$ cat src/rtl/pipeline_hazard_ctrl.sv
// Stall/flush sequencer for the 5-stage pipeline: load-use stalls, branch/jump flushes, data-memory waits.
// Define HAZARD_PERF_EN to build the stall/flush performance counters; otherwise they read 0.
module pipeline_hazard_ctrl #(
  parameter int LOAD_LAT = 1,
  parameter int WAIT_MAX = 64
) (
  input  logic        clk,
  input  logic        reset,
  input  logic [4:0]  id_rs,
  input  logic [4:0]  id_rt,
  input  logic        id_uses_rs,
  input  logic        id_uses_rt,
  input  logic        id_jump,
  input  logic [4:0]  ex_rt,
  input  logic        ex_memread,
  input  logic        ex_branch_taken,
  input  logic        mem_req,
  input  logic        mem_ready,
  output logic        pc_hold,
  output logic        ifid_datahazard,
  output logic        ifid_flush,
  output logic        idex_flush,
  output logic        idex_hold,
  output logic        exmem_hold,
  output logic        mem_timeout,
  output logic [31:0] stall_count,
  output logic [31:0] flush_count
);

  typedef enum logic [1:0] {
    RUN        = 2'd0,
    LOAD_STALL = 2'd1,
    MEM_WAIT   = 2'd2
  } state_t;

  localparam logic [1:0] LOAD_CNT_INIT = 2'(LOAD_LAT - 1);
  localparam logic [7:0] WAIT_LIMIT    = 8'(WAIT_MAX);

  state_t     state, state_nxt;
  logic [1:0] cnt, cnt_nxt;
  logic [7:0] wait_cnt, wait_cnt_nxt;
  logic       timeout_q;
  logic       wait_hit;
  logic       eval_run;
  logic       load_use;
  logic       mem_stall;
  logic       pc_hold_c, ifid_dh_c, ifid_flush_c, idex_flush_c, idex_hold_c, exmem_hold_c;

  assign load_use  = ex_memread & (ex_rt != 5'd0) &
                     ((id_uses_rs & (id_rs == ex_rt)) | (id_uses_rt & (id_rt == ex_rt)));
  assign mem_stall = mem_req & ~mem_ready;

  always_comb begin
    state_nxt    = state;
    cnt_nxt      = cnt;
    wait_cnt_nxt = wait_cnt;
    wait_hit     = 1'b0;
    eval_run     = 1'b0;
    pc_hold_c    = 1'b0;
    ifid_dh_c    = 1'b0;
    ifid_flush_c = 1'b0;
    idex_flush_c = 1'b0;
    idex_hold_c  = 1'b0;
    exmem_hold_c = 1'b0;

    case (state)
      LOAD_STALL: begin
        if (mem_stall) begin
          pc_hold_c    = 1'b1;
          ifid_dh_c    = 1'b1;
          idex_hold_c  = 1'b1;
          exmem_hold_c = 1'b1;
          state_nxt    = MEM_WAIT;
          wait_cnt_nxt = 8'd0;
          cnt_nxt      = 2'd0;
        end else if (ex_branch_taken) begin
          ifid_flush_c = 1'b1;
          idex_flush_c = 1'b1;
          state_nxt    = RUN;
          cnt_nxt      = 2'd0;
        end else begin
          pc_hold_c    = 1'b1;
          ifid_dh_c    = 1'b1;
          idex_flush_c = 1'b1;
          cnt_nxt      = cnt - 2'd1;
          if (cnt == 2'd1) state_nxt = RUN;
        end
      end
      MEM_WAIT: begin
        // EX is frozen here, so branch/jump inputs are stale and must not act
        if (!mem_ready) begin
          pc_hold_c    = 1'b1;
          ifid_dh_c    = 1'b1;
          idex_hold_c  = 1'b1;
          exmem_hold_c = 1'b1;
          if (wait_cnt != WAIT_LIMIT) wait_cnt_nxt = wait_cnt + 8'd1;
          wait_hit = (wait_cnt_nxt == WAIT_LIMIT);
        end else begin
          eval_run = 1'b1;
        end
      end
      default: eval_run = 1'b1;
    endcase

    if (eval_run) begin
      state_nxt = RUN;
      if (mem_stall) begin
        pc_hold_c    = 1'b1;
        ifid_dh_c    = 1'b1;
        idex_hold_c  = 1'b1;
        exmem_hold_c = 1'b1;
        state_nxt    = MEM_WAIT;
        wait_cnt_nxt = 8'd0;
      end else if (ex_branch_taken) begin
        ifid_flush_c = 1'b1;
        idex_flush_c = 1'b1;
      end else if (load_use) begin
        pc_hold_c    = 1'b1;
        ifid_dh_c    = 1'b1;
        idex_flush_c = 1'b1;
        if (LOAD_LAT > 1) begin
          state_nxt = LOAD_STALL;
          cnt_nxt   = LOAD_CNT_INIT;
        end
      end else if (id_jump) begin
        ifid_flush_c = 1'b1;
      end
    end
  end

  always_ff @(posedge clk) begin
    if (reset) begin
      state     <= RUN;
      cnt       <= 2'd0;
      wait_cnt  <= 8'd0;
      timeout_q <= 1'b0;
    end else begin
      state    <= state_nxt;
      cnt      <= cnt_nxt;
      wait_cnt <= wait_cnt_nxt;
      if (wait_hit) timeout_q <= 1'b1;
    end
  end

  // Every output is forced low while reset is asserted
  assign pc_hold         = pc_hold_c    & ~reset;
  assign ifid_datahazard = ifid_dh_c    & ~reset;
  assign ifid_flush      = ifid_flush_c & ~reset;
  assign idex_flush      = idex_flush_c & ~reset;
  assign idex_hold       = idex_hold_c  & ~reset;
  assign exmem_hold      = exmem_hold_c & ~reset;
  assign mem_timeout     = (timeout_q | wait_hit) & ~reset;

`ifdef HAZARD_PERF_EN
  logic [31:0] stall_q, flush_q;

  always_ff @(posedge clk) begin
    if (reset) begin
      stall_q <= 32'd0;
      flush_q <= 32'd0;
    end else begin
      if (pc_hold)    stall_q <= stall_q + 32'd1;
      if (ifid_flush) flush_q <= flush_q + 32'd1;
    end
  end

  assign stall_count = stall_q;
  assign flush_count = flush_q;
`else
  assign stall_count = 32'd0;
  assign flush_count = 32'd0;
`endif

endmodule

$ cat config.mk
export PLATFORM = sky130hd
export DESIGN_NAME = pipeline_hazard_ctrl
export DESIGN_NICKNAME = d
export VERILOG_FILES = /design/src/rtl/pipeline_hazard_ctrl.sv
export SDC_FILE = /design/constraint.sdc
export NUM_CORES = 1
export LEC_CHECK = 0
export CAP_MARGIN = 5
export CORE_MARGIN = 3
export CORE_UTILIZATION = 35
export CTS_BUF_LIST = sky130_fd_sc_hd__clkbuf_16
export DETAILED_ROUTE_END_ITERATION = 8
export GPL_TIMING_DRIVEN = 1
export PLACE_DENSITY = 0.91
export SLEW_MARGIN = 25
export SYNTH_ARGS = -nofsm -noshare
export SYNTH_HDL_FRONTEND = slang
export SYNTH_SLANG_ARGS = --single-unit
export TNS_END_PERCENT = 5
$ cat constraint.sdc
create_clock -name clk -period 3.1 [get_ports clk]
set_input_delay 0.93 -clock clk [delete_from_list [all_inputs] [get_ports clk]]
set_output_delay 0.93 -clock clk [all_outputs]
set_load 0.01 [all_outputs]
---- Yosys cells after proc, flatten, opt, wreduce, memory -nomap -nowiden ----
Index checks and enable logic that the tools add are counted.
storage, ports and cells
  register bits after elaboration ......... 13
  logic and storage cells ................. 77
  output and inout port bits .............. 71
  bits of input ports ..................... 24
cells by class
  equal/unequal tests ..................... 7
  reduce and logical (&&, ||, !) cells .... 4
  mux-type cells .......................... 46
  bitwise gates (word level) .............. 14
  add/sub/neg operators ................... 2
operators by type and width
  cell                                              number
  2-to-1 mux 8 bit                                  7
  2-to-1 mux 1 bit                                  27
  2-to-1 mux 2 bit                                  8
  case mux 8 bit (2 select lines)                   1
  AND 1 bit                                         10
  == test 5 bit                                     2
  adder 8 x 1 -> 8 bit, second input constant       1
  == test 8 x 7 -> 1 bit, second input constant     1
  != test 8 x 7 -> 1 bit, second input constant     1
  case mux 1 bit (2 select lines)                   3
  nonzero test 5 bit                                1
  == test 2 x 1 -> 1 bit, second input constant     2
  nonzero test 4 bit                                1
  == test 2 bit, second input constant              1
  NOT 1 bit                                         2
  OR 1 bit                                          2
  AND reduction 2 bit                               1
  nonzero test 2 bit                                1
  subtractor 2 x 1 -> 2 bit, second input constant  1

---- Depth between registers and ports, before layout ----
Gate-level depths: netlist (run 1).
  depth in word-level cells ............... 10
  gate-level depth with buffers ........... 6
  gate-level depth less buffers ........... 6

---- Least setup slack after synthesis (run 1) ----
OpenSTA, ideal clock, no wires.
  path kind ............................... in2out
  start point ............................. in mem_ready
  end point ............................... out mem_timeout
  setup slack ............................. 0.047 ns
  data arrival time ....................... 2.123 ns
  data required time ...................... 2.170 ns
  stages on the path ...................... 4
  path buffers ............................ 1
  cell sequence ........................... or3b_1 -> buf_6 -> a211o_1 -> o32ai_1
between the ends
  word-level cells in the longest chain between the ends .. 4
ends and longest elaborated chain
  item              line  text
  from (decl)       18    input logic mem_ready,
  2-to-1 mux 1 bit  91    if (!mem_ready) begin
  2-to-1 mux 1 bit  66    case (state)
  OR 1 bit          152   assign mem_timeout = (timeout_q | wait_hit) & ~reset;
  AND 1 bit         152
  to (decl)         25    output logic mem_timeout,
No other way between the ends.

---- Final worst setup path (run 1) ----
Same ends and word-level chain as after synthesis.

==> results.txt, run 1 <==
The run finished with clean final reports. Pin placement for this block handled 95 I/O pins. Wire segments on met3 add up to 343 um in the final route. The post-synthesis cell count came out at around 170.

The critical path goes through buf_6 > or3b_4 > a211o_1 > o32ai_2 > buf_2. Across the routed clock network, the largest skew measured is 0.00383 ns. Across the VDD grid, the largest voltage drop is 0.188 mV. By area the synthesized netlist is led by sky130_fd_sc_hd__buf_4, sky130_fd_sc_hd__dfxtp_1, sky130_fd_sc_hd__xor2_1, sky130_fd_sc_hd__o21ai_1, sky130_fd_sc_hd__nor2_1. The TritonCTS buffer count came out at 3. The synthesized netlist contains 38 unique library cells. The endpoint type of the worst setup path is an output port.

The kind of start point of the critical path is a primary input. Routability-driven placement finished with a final weighted congestion of roughly 0.85. The clock transition time at the flip-flop clock pins of the worst setup and hold paths came out at 0.04 ns. The mean routed wirelength per cell is 10.6 um. The worst path meets setup with 0.0157 ns of slack. The remaining design rule violation count came out at 0. The HPWL after detailed placement is approximately 2.1 mm. The portion of synthesized cell area occupied by the leading cell type is 38.8%. In the synthesized netlist the dominant register cell turns out to be sky130_fd_sc_hd__dfxtp_1.

Once the floorplan was initialized, standard cells occupied 37.6% of the core. The total number of vias is 1,097. The total power per unit cell area came out at 319 mW/mm2.

The leakage power of the design came out at around 0.00073 uW. The count of hold-fix buffers inserted at cts is 0. The antenna diode instance count came out at 0.

The maximum frequency from static timing analysis is roughly 320 MHz. The synthesized area divided by synthesized cell count is 7.57 um2. The clock network latency to the later pin of the worst-skew pair is roughly 0.24 ns. The analysis attributes to net switching a power of ~140 uW. The die covers 0.00447 mm2. The arrival time at the worst endpoint came out at between 2 and 2.5 ns. The floorplan die width came out at 66.8 um. Per report_power, the combinational group accounts for about a quarter of the total.

The instance area at placement came out at ~0.0014 mm2. In the post-synthesis netlist, the cell with the most instances is sky130_fd_sc_hd__buf_4. The biggest area contributor in the post-synthesis netlist is sky130_fd_sc_hd__buf_4. Net switching is a little under 30% of the power.

The storage element area is 200 um2. The wire length reported by the detailed router is 2.71 mm. The max-capacitance violation count came out at 0.

The design draws slightly below 500 uW. The ratio of cells with drive above 1 in the final layout came out at between 20% and 30%. The period utilization came out at just under 100%. The share of total power dissipated in the clock network is 49.1%. The top fanout value on the critical path is 2.

For this design, the slowest cell found on the critical path is sky130_fd_sc_hd__or3b_4. The internal power came out at approximately 340 uW. The count of clock tree sinks is 10. The final max-slew violation count came out at 0. In this design, the largest share of critical-path delay is due to compound AO/OA/AOI/OAI gates. The number of antenna violations at the first check in global routing came out at 0. The placeable core area came out at about 0.0034 mm2. The total of endpoints with negative setup slack in the final report came out at 0. The maximum number of pins on one net before global-route repair came out at 10.

The die span in y came out at about 67 um. With fillers left out, the area of the finished cells amounts to between 0.0015 and 0.002 mm2. The warning count from the yosys run came out at 0. The post-detailed-route via-to-cell ratio came out at approximately 4.3. The maximum buffer depth of the clock tree is 2.

The number of fillers in the final layout is approximately 360. The pre-antenna-repair detailed-routing pass consisted of 4 iterations. The detailed-routed wire length on met2 is approximately 1.3 mm.

The async set-reset flop share out of synthesis came out at 0%. The area growth from synthesis to layout is 16.3%. By startpoint and endpoint, the worst setup path is classified as primary input to output port.

The number of global-route vias before repair came to ~1,000. The wire length on met1 is 1.00 mm. Counting both buffers and inverters, the worst setup path holds a total of 2. The site row count is 21.

CTS built an H-tree with a depth of 1. The final net count came out at 237. The number of I/O port buffers came out at 30. Of the synthesized area, sequential elements account for 15.5%. Yosys mapped a number of flops with a built-in enable equal to 0. In the global route stage, overall resource usage came out at 11.7%.

TritonCTS built the clock tree. In this run the worst hold path is classified as flip-flop to flip-flop. In the final layout, the multi-input gates occupy 838 um2. Sorting the synthesized cells by how often they occur yields sky130_fd_sc_hd__buf_4, sky130_fd_sc_hd__nor2_1, sky130_fd_sc_hd__dfxtp_1, sky130_fd_sc_hd__o21ai_1, sky130_fd_sc_hd__xor2_1. The number of nets with antenna violations after detailed routing came out at 0. Setup repair after global routing could not meet its margin everywhere.

Signal routing reaches up to met4. Per report_power, the sequential group accounts for a little over a quarter of the total. The cell area that synthesis handed to floorplanning was 0.00129 mm2. The count of final hold-check violations came out at 0.

Timing analysis after detailed placement gives a worst setup slack of -0.806 ns. The cell at the root of the clock tree is sky130_fd_sc_hd__clkbuf_16. The required time reported for the critical path endpoint came out at ~2.2 ns.

The register-to-register setup slack came out at 1.39 ns. Summed over all layers, the global routing overflow is 0. The first global-routing pass estimated 4.08 mm of wire. The largest single stage delay on the critical path is slightly below 0.4 ns. The violation count after the first detailed-route iteration came out at 75. Synthesis inferred 10 register bits. The final critical delay including setup and external delays came out at 3.08 ns.
-- through the flow --
stage | TNS, ns | utilization, % | instances | hold WS, ns
6_report | 0 | 43.8 | 256 | 0.496
5_1_grt | -0.124 | 43.8 | 256 | 0.514
4_1_cts | -0.398 | 43.5 | 255 | 0.496
3_5_place_dp | -4.34 | 42.1 | 251 | 0.471
3_3_place_gp | -4.24 | 42.1 | 251 | 0.453
2_1_floorplan | 0 | - | 234 | 0.440
-- layer usage --
layer  track usage, %  vias up
met5                0        -
met4             2.79        0
met3             4.72        8
met2             20.8       77
met1             12.8      484
li1                 -      528
-- power groups by stage --
stage / Sequential (uW) / Combinational, uW / Clock, uW
floorplan: 134 / 121 / 0
global placement: 134 / 113 / 0
detailed placement: 134 / 114 / 0
CTS: 132 / 106 / 238
global route: 132 / 125 / 243
finish: 132 / 113 / 236
-- tightest hold or removal path, stage by stage (launching register included) --
cell and delay, ns:
sky130_fd_sc_hd__dfxtp_1 0.29, sky130_fd_sc_hd__inv_1 0.08, sky130_fd_sc_hd__o32ai_1 0.07
-- kinds of logic after synthesis --
group	after synthesis	synth area share [%]
mux	1	1.16
xor+xnor	10	6.76
other cells	1	0.290
buf+inv	76	42.4
flops	10	15.5
simple gates	40	16.2
compound gates	31	15.7
fa+ha+maj	2	1.93
-- state kept, by name, summed over array words and instances, names as in the netlist --
signal / cells
timeout_q: 1
state: 1
wait_cnt: 8
-- worst paths after layout --
| kind | startpoint | to | depth (start not counted) |
|---|---|---|---|
| min reg2reg | timeout_q | timeout_q | 2 |
| min | timeout_q | timeout_q | 2 |
| max | mem_ready | mem_timeout | 5 |
| max reg2reg | wait_cnt[0] | timeout_q | 6 |
-- layout make-up --
type	count	area share, %
Clock buffer	3	4.98
Clock inverter	1	0.249
Inverter	5	1.25
Multi-Input combinational cell	148	55.6
Sequential cell	10	13.3
Tap cell	46	3.82
Timing Repair Buffer	43	20.8
-- layout by cell type, fill, tap and decap left out, types with 2 or more instances in the layout --
master / n
sky130_fd_sc_hd__a21oi_1: 3
sky130_fd_sc_hd__buf_2: 9
sky130_fd_sc_hd__buf_4: 13
sky130_fd_sc_hd__clkbuf_16: 3
sky130_fd_sc_hd__clkbuf_2: 9
sky130_fd_sc_hd__clkdlybuf4s15_1: 2
sky130_fd_sc_hd__clkdlybuf4s50_1: 6
sky130_fd_sc_hd__conb_1: 64
sky130_fd_sc_hd__dfxtp_1: 10
sky130_fd_sc_hd__dlymetal6s2s_1: 2
sky130_fd_sc_hd__ha_1: 2
sky130_fd_sc_hd__inv_1: 5
sky130_fd_sc_hd__nand2_1: 7
sky130_fd_sc_hd__nand3_1: 6
sky130_fd_sc_hd__nor2_1: 10
sky130_fd_sc_hd__nor2_2: 2
sky130_fd_sc_hd__nor3_1: 3
sky130_fd_sc_hd__nor4_2: 3
sky130_fd_sc_hd__o21ai_0: 3
sky130_fd_sc_hd__o21ai_1: 9
sky130_fd_sc_hd__o31ai_1: 4
sky130_fd_sc_hd__o32ai_1: 2
sky130_fd_sc_hd__xor2_1: 7
-- timing repair --
| item | 4_1_cts | 5_1_grt |
|---|---|---|
| setup endpoints to repair | 7 | 7 |
| pin swaps | 10 | 18 |
| resized for setup | 51 | 34 |
| setup buffers | 0 | 1 |
Power figures use the tool's default switching activity.
==> inputs of run 2 (changes only) <==
- ABC_AREA: not set -> 1
- CORE_UTILIZATION: 35 -> 34
==> results.txt, run 2 <==
Status: finished clean (unchanged). The storage element area was 200 um2 (unchanged). The number of iterations in the first detailed-routing pass came to 4 (unchanged). The leading cell type in the layout, fill and taps excluded is sky130_fd_sc_hd__conb_1 (unchanged). The post-detailed-route via-to-cell ratio is 3.97 (was 4.29). The worst path buffer plus inverter count came to 2 (unchanged).

The number of levels in the clock H-tree is 1 (unchanged). The worst slack at placement was -0.627 ns (was -0.806 ns). The cell at the root of the clock tree is sky130_fd_sc_hd__clkbuf_16 (unchanged). The internal power is 339 uW (was 342 uW).

The maximum buffer depth of the clock tree is 2 (unchanged). The total power per unit cell area is 320 mW/mm2 (was 319 mW/mm2). The number of I/O port buffers is 30 (unchanged). The post-CTS setup repair buffer count came out at 0 (unchanged). The floorplan die width was 66.0 um (was 66.8 um). The flip-flop count of the largest register, all copies and words added was 8 (unchanged). The top cell family by delay on the critical path was buffers and inverters (was compound AO/OA/AOI/OAI gates). The kind of start point of the critical path is a primary input (unchanged). The final critical delay including setup and external delays is 2.98 ns (was 3.08 ns). The most used standard cell by instance count after synthesis is sky130_fd_sc_hd__buf_4 (unchanged). The remaining design rule violation count is 0 (unchanged). The switching power is 131 uW (was 139 uW). The initial cell density of the core came to 36.1% (was 37.6%). The count of final hold-check violations was 0 (unchanged). The power share of the combinational group came out at 24.1% (was 23.5%). Commonest cells in the synthesized netlist: sky130_fd_sc_hd__buf_4, sky130_fd_sc_hd__nand2_1, sky130_fd_sc_hd__inv_1 (was sky130_fd_sc_hd__buf_4, sky130_fd_sc_hd__nor2_1, sky130_fd_sc_hd__dfxtp_1, sky130_fd_sc_hd__o21ai_1, sky130_fd_sc_hd__xor2_1). The async set-reset flop share out of synthesis is 0% (unchanged).

The post-synthesis cell count was 184 (was 171). The library cell contributing the largest single delay on the critical path was sky130_fd_sc_hd__clkdlybuf4s50_1 (was sky130_fd_sc_hd__or3b_4). The met1 global-route usage is 8.48% (was 12.8%). The number of fillers in the final layout came to 344 (was 361). The TritonCTS clock tree was yes (unchanged). The maximum frequency from static timing analysis is 336 MHz (was 324 MHz). The area of combinational cells with multiple inputs was 709 um2 (was 838 um2). The TritonCTS buffer count came out at 3 (unchanged). The total negative slack is 0 ns (unchanged). The portion of synthesized cell area occupied by the leading cell type came out at 40.5% (was 38.8%).

The kind of critical path is primary input to output port (unchanged). The number of cells on the worst reg-to-reg path is 6 (unchanged). The number of antenna violations at the first check in global routing came out at 0 (unchanged). The die span in y is 66.0 um (was 66.8 um).

The wire length reported by the detailed router came out at 2.54 mm (was 2.71 mm). The most common flop cell mapped by yosys was sky130_fd_sc_hd__dfxtp_1 (unchanged). The max-capacitance violation count is 0 (unchanged). Most frequent cells in the layout: sky130_fd_sc_hd__conb_1, sky130_fd_sc_hd__nand2_1, sky130_fd_sc_hd__inv_1, sky130_fd_sc_hd__dlymetal6s2s_1, sky130_fd_sc_hd__nor2_1 (was sky130_fd_sc_hd__conb_1, sky130_fd_sc_hd__buf_4, sky130_fd_sc_hd__nor2_1, sky130_fd_sc_hd__dfxtp_1). The count of hold-fix buffers inserted at cts was 0 (unchanged). The HPWL after detailed placement is 1.96 mm (was 2.09 mm). The period utilization came to 96.0% (was 99.5%).

The required time reported for the critical path endpoint is 2.17 ns (about the same). The post-synth design cell area is 0.00122 mm2 (was 0.00129 mm2). The met2 routing resource usage after global routing came out at 19.9% (was 20.8%).

The warning count from the yosys run is 0 (unchanged). The endpoint type of the worst setup path was an output port (unchanged). The leakage power of the design is 0.000880 uW (was 0.000729 uW). The peak ir drop on the vdd network was 0.139 mV (was 0.188 mV). The met3 track demand over resource in global routing came out at 3.40% (was 4.72%). The startpoint of the most critical hold path is timeout_q (unchanged). The instance count along the most critical hold path is 2 (unchanged). The overall routing resource usage is 10.1% (was 11.7%). The ratio of cells with drive above 1 in the final layout is 12.4% (was 25.2%). The sequential fraction of the synthesis area is 16.4% (was 15.5%). The post-route worst setup slack came out at 0.123 ns (was 0.0157 ns).

The top fanout value on the critical path came out at 3 (was 2). The portion of total power attributed to the clock network came out at 48.0% (was 49.1%). The clock transition time at the flip-flop clock pins of the worst setup and hold paths is 0.04 ns (about the same). The synthesized area divided by synthesized cell count came out at 6.64 um2 (was 7.57 um2).

Cells along the critical path: clkdlybuf4s50_1 > o21ai_1 > nor2_1 > nand3_1 > nand2_1 > nand2_2 > a21oi_2 > buf_2 (was buf_6 > or3b_4 > a211o_1 > o32ai_2 > buf_2). The register with the highest flop count is wait_cnt (unchanged). The endpoint with the worst hold slack was timeout_q (unchanged). The site row count came to 21 (unchanged). The final max-slew violation count is 0 (unchanged). The register-to-register setup slack is 1.67 ns (was 1.39 ns). The die footprint is 0.00435 mm2 (was 0.00447 mm2). The I/O pin total is 95 (unchanged). The share of total power consumed by net switching is 27.9% (was 28.8%). The number of global-route vias before repair was 833 (was 974).

The maximum number of pins on one net before global-route repair came out at 9 (was 10). The count of clock tree sinks is 10 (unchanged). The mean routed wirelength per cell is 9.63 um (was 10.6 um). The weighted congestion reported at the end of routability-driven placement is 0.808 (was 0.855). The cell accounting for the most synthesized area is sky130_fd_sc_hd__buf_4 (unchanged). The total congestion overflow is 0 (unchanged). The critical path's largest stage delay is 0.45 ns (was 0.39 ns).

The type of the tightest min-delay check is flip-flop to flip-flop (unchanged). The arrival time at the worst endpoint is 2.05 ns (was 2.15 ns). The final net count is 246 (was 237). Top Registers: wait_cnt (8), state (1), timeout_q (1) (unchanged).

The global-route wire length before repair is 3.31 mm (was 4.08 mm). The total number of vias came out at 1,049 (was 1,097). The number of gates on the worst path with buffers counted came out at 8 (was 5). The violation count after the first detailed-route iteration is 20 (was 75). The launch point of the worst reg-to-reg path is wait_cnt[2] (was wait_cnt[0]).

Biggest area contributors in the synthesized netlist: sky130_fd_sc_hd__buf_4, sky130_fd_sc_hd__dfxtp_1, sky130_fd_sc_hd__nand2_1, sky130_fd_sc_hd__xor2_1, sky130_fd_sc_hd__inv_1 (was sky130_fd_sc_hd__buf_4, sky130_fd_sc_hd__dfxtp_1, sky130_fd_sc_hd__xor2_1, sky130_fd_sc_hd__o21ai_1, sky130_fd_sc_hd__nor2_1). The post-synthesis sequential element count is 10 (unchanged). The busiest metal layer after global routing is met2 (unchanged). The final cell utilization of the core is 43.4% (was 43.8%). The number of nets with antenna violations after detailed routing is 0 (unchanged). The total of endpoints with negative setup slack in the final report is 0 (unchanged). The end of the worst register-to-register path is timeout_q (unchanged). The count of flip-flops with a built-in enable after synthesis came out at 0 (unchanged). The clock network latency to the later pin of the worst-skew pair was 0.24 ns (about the same). The proportion of power drawn by flip-flops and latches came out at 28.0% (was 27.4%). The placeable core area is 0.00339 mm2 (was 0.00344 mm2). The antenna diode instance count came out at 0 (unchanged). The layout-stage area growth over the synthesis result came to 20.3% (was 16.3%). The count of cell types in the netlist came to 17 (was 38). The setup clock skew after layout was 0.00195 ns (was 0.00383 ns).
[run 2: cell types whose count changed after synthesis, moves of 4 or more]
cell,delta
sky130_fd_sc_hd__nand2_1,+18
sky130_fd_sc_hd__inv_1,+17
sky130_fd_sc_hd__o21ai_1,-10
sky130_fd_sc_hd__o22ai_1,+9
sky130_fd_sc_hd__nor2_1,+5
sky130_fd_sc_hd__nand3_1,+4
sky130_fd_sc_hd__o31ai_1,-4
[run 2: stage by stage]
stage / power (uW) / instance area (um2) / std cells / hold WS, ns
6_report: 470 / 1470 / 264 / 0.450
5_1_grt: 496 / 1470 / 264 / 0.489
4_1_cts: 472 / 1420 / 264 / 0.450
3_5_place_dp: 245 / 1350 / 261 / 0.443
3_3_place_gp: 243 / 1350 / 261 / 0.437
2_1_floorplan: 256 / 1460 / 247 / 0.430
[run 2: worst max path at each step]
stage,start,endpoint,slack (ns)
after floorplan,ex_rt[1],pc_hold,0.34
after global placement,ex_rt[0],pc_hold,-0.59
after detailed placement,ex_rt[0],pc_hold,-0.63
after CTS,ex_rt[2],ifid_flush,-0.17
after global routing,id_uses_rs,idex_flush,-0.00003
final,id_uses_rs,idex_flush,0.12
[run 2: kinds of logic (layout without fill, tap and decap cells)]
kind of cell	Yosys count	after routing	synth area share, %
other cells	1	64	0.307
compound gates	17	17	7.88
fa+ha+maj	2	2	2.05
simple gates	55	55	18.6
flops	10	10	16.4
buf+inv	89	60	47.6
xor+xnor	10	10	7.16
[run 2: layout make-up]
type,instances,share of cell area (%)
tap,46,3.91
sequential,10,13.6
multi-input combinational,148,48.3
inverter,23,5.87
clock buffer,3,5.11
timing repair buffer,34,23.2
[run 2: routing by layer]
| metal | part of all wire (%) | vias up |
|---|---|---|
| met2 | 56 | 55 |
| li1 | - | 510 |
| met1 | 32 | 479 |
| met5 | 0 | - |
| met4 | 1.9 | 0 |
| met3 | 10 | 5 |
[run 2: power by group through the flow]
stage | logic (uW) | registers [uW] | clock network, uW
floorplan | 123 | 133 | 0
global placement | 110 | 133 | 0
detailed placement | 112 | 133 | 0
CTS | 110 | 131 | 231
global route | 125 | 132 | 239
finish | 113 | 131 | 225
[run 2: worst min-delay path: stages (launching register included)]
cell	delay, ns
sky130_fd_sc_hd__dfxtp_1	0.29
sky130_fd_sc_hd__inv_1	0.06
sky130_fd_sc_hd__a21oi_1	0.06
[run 2: what timing repair did]
action | in CTS | in global routing
resized for setup | 26 | 27
endpoints found under the setup margin | 7 | 5
endpoints found under the hold margin | 0 | 0
pin swaps | 1 | 14
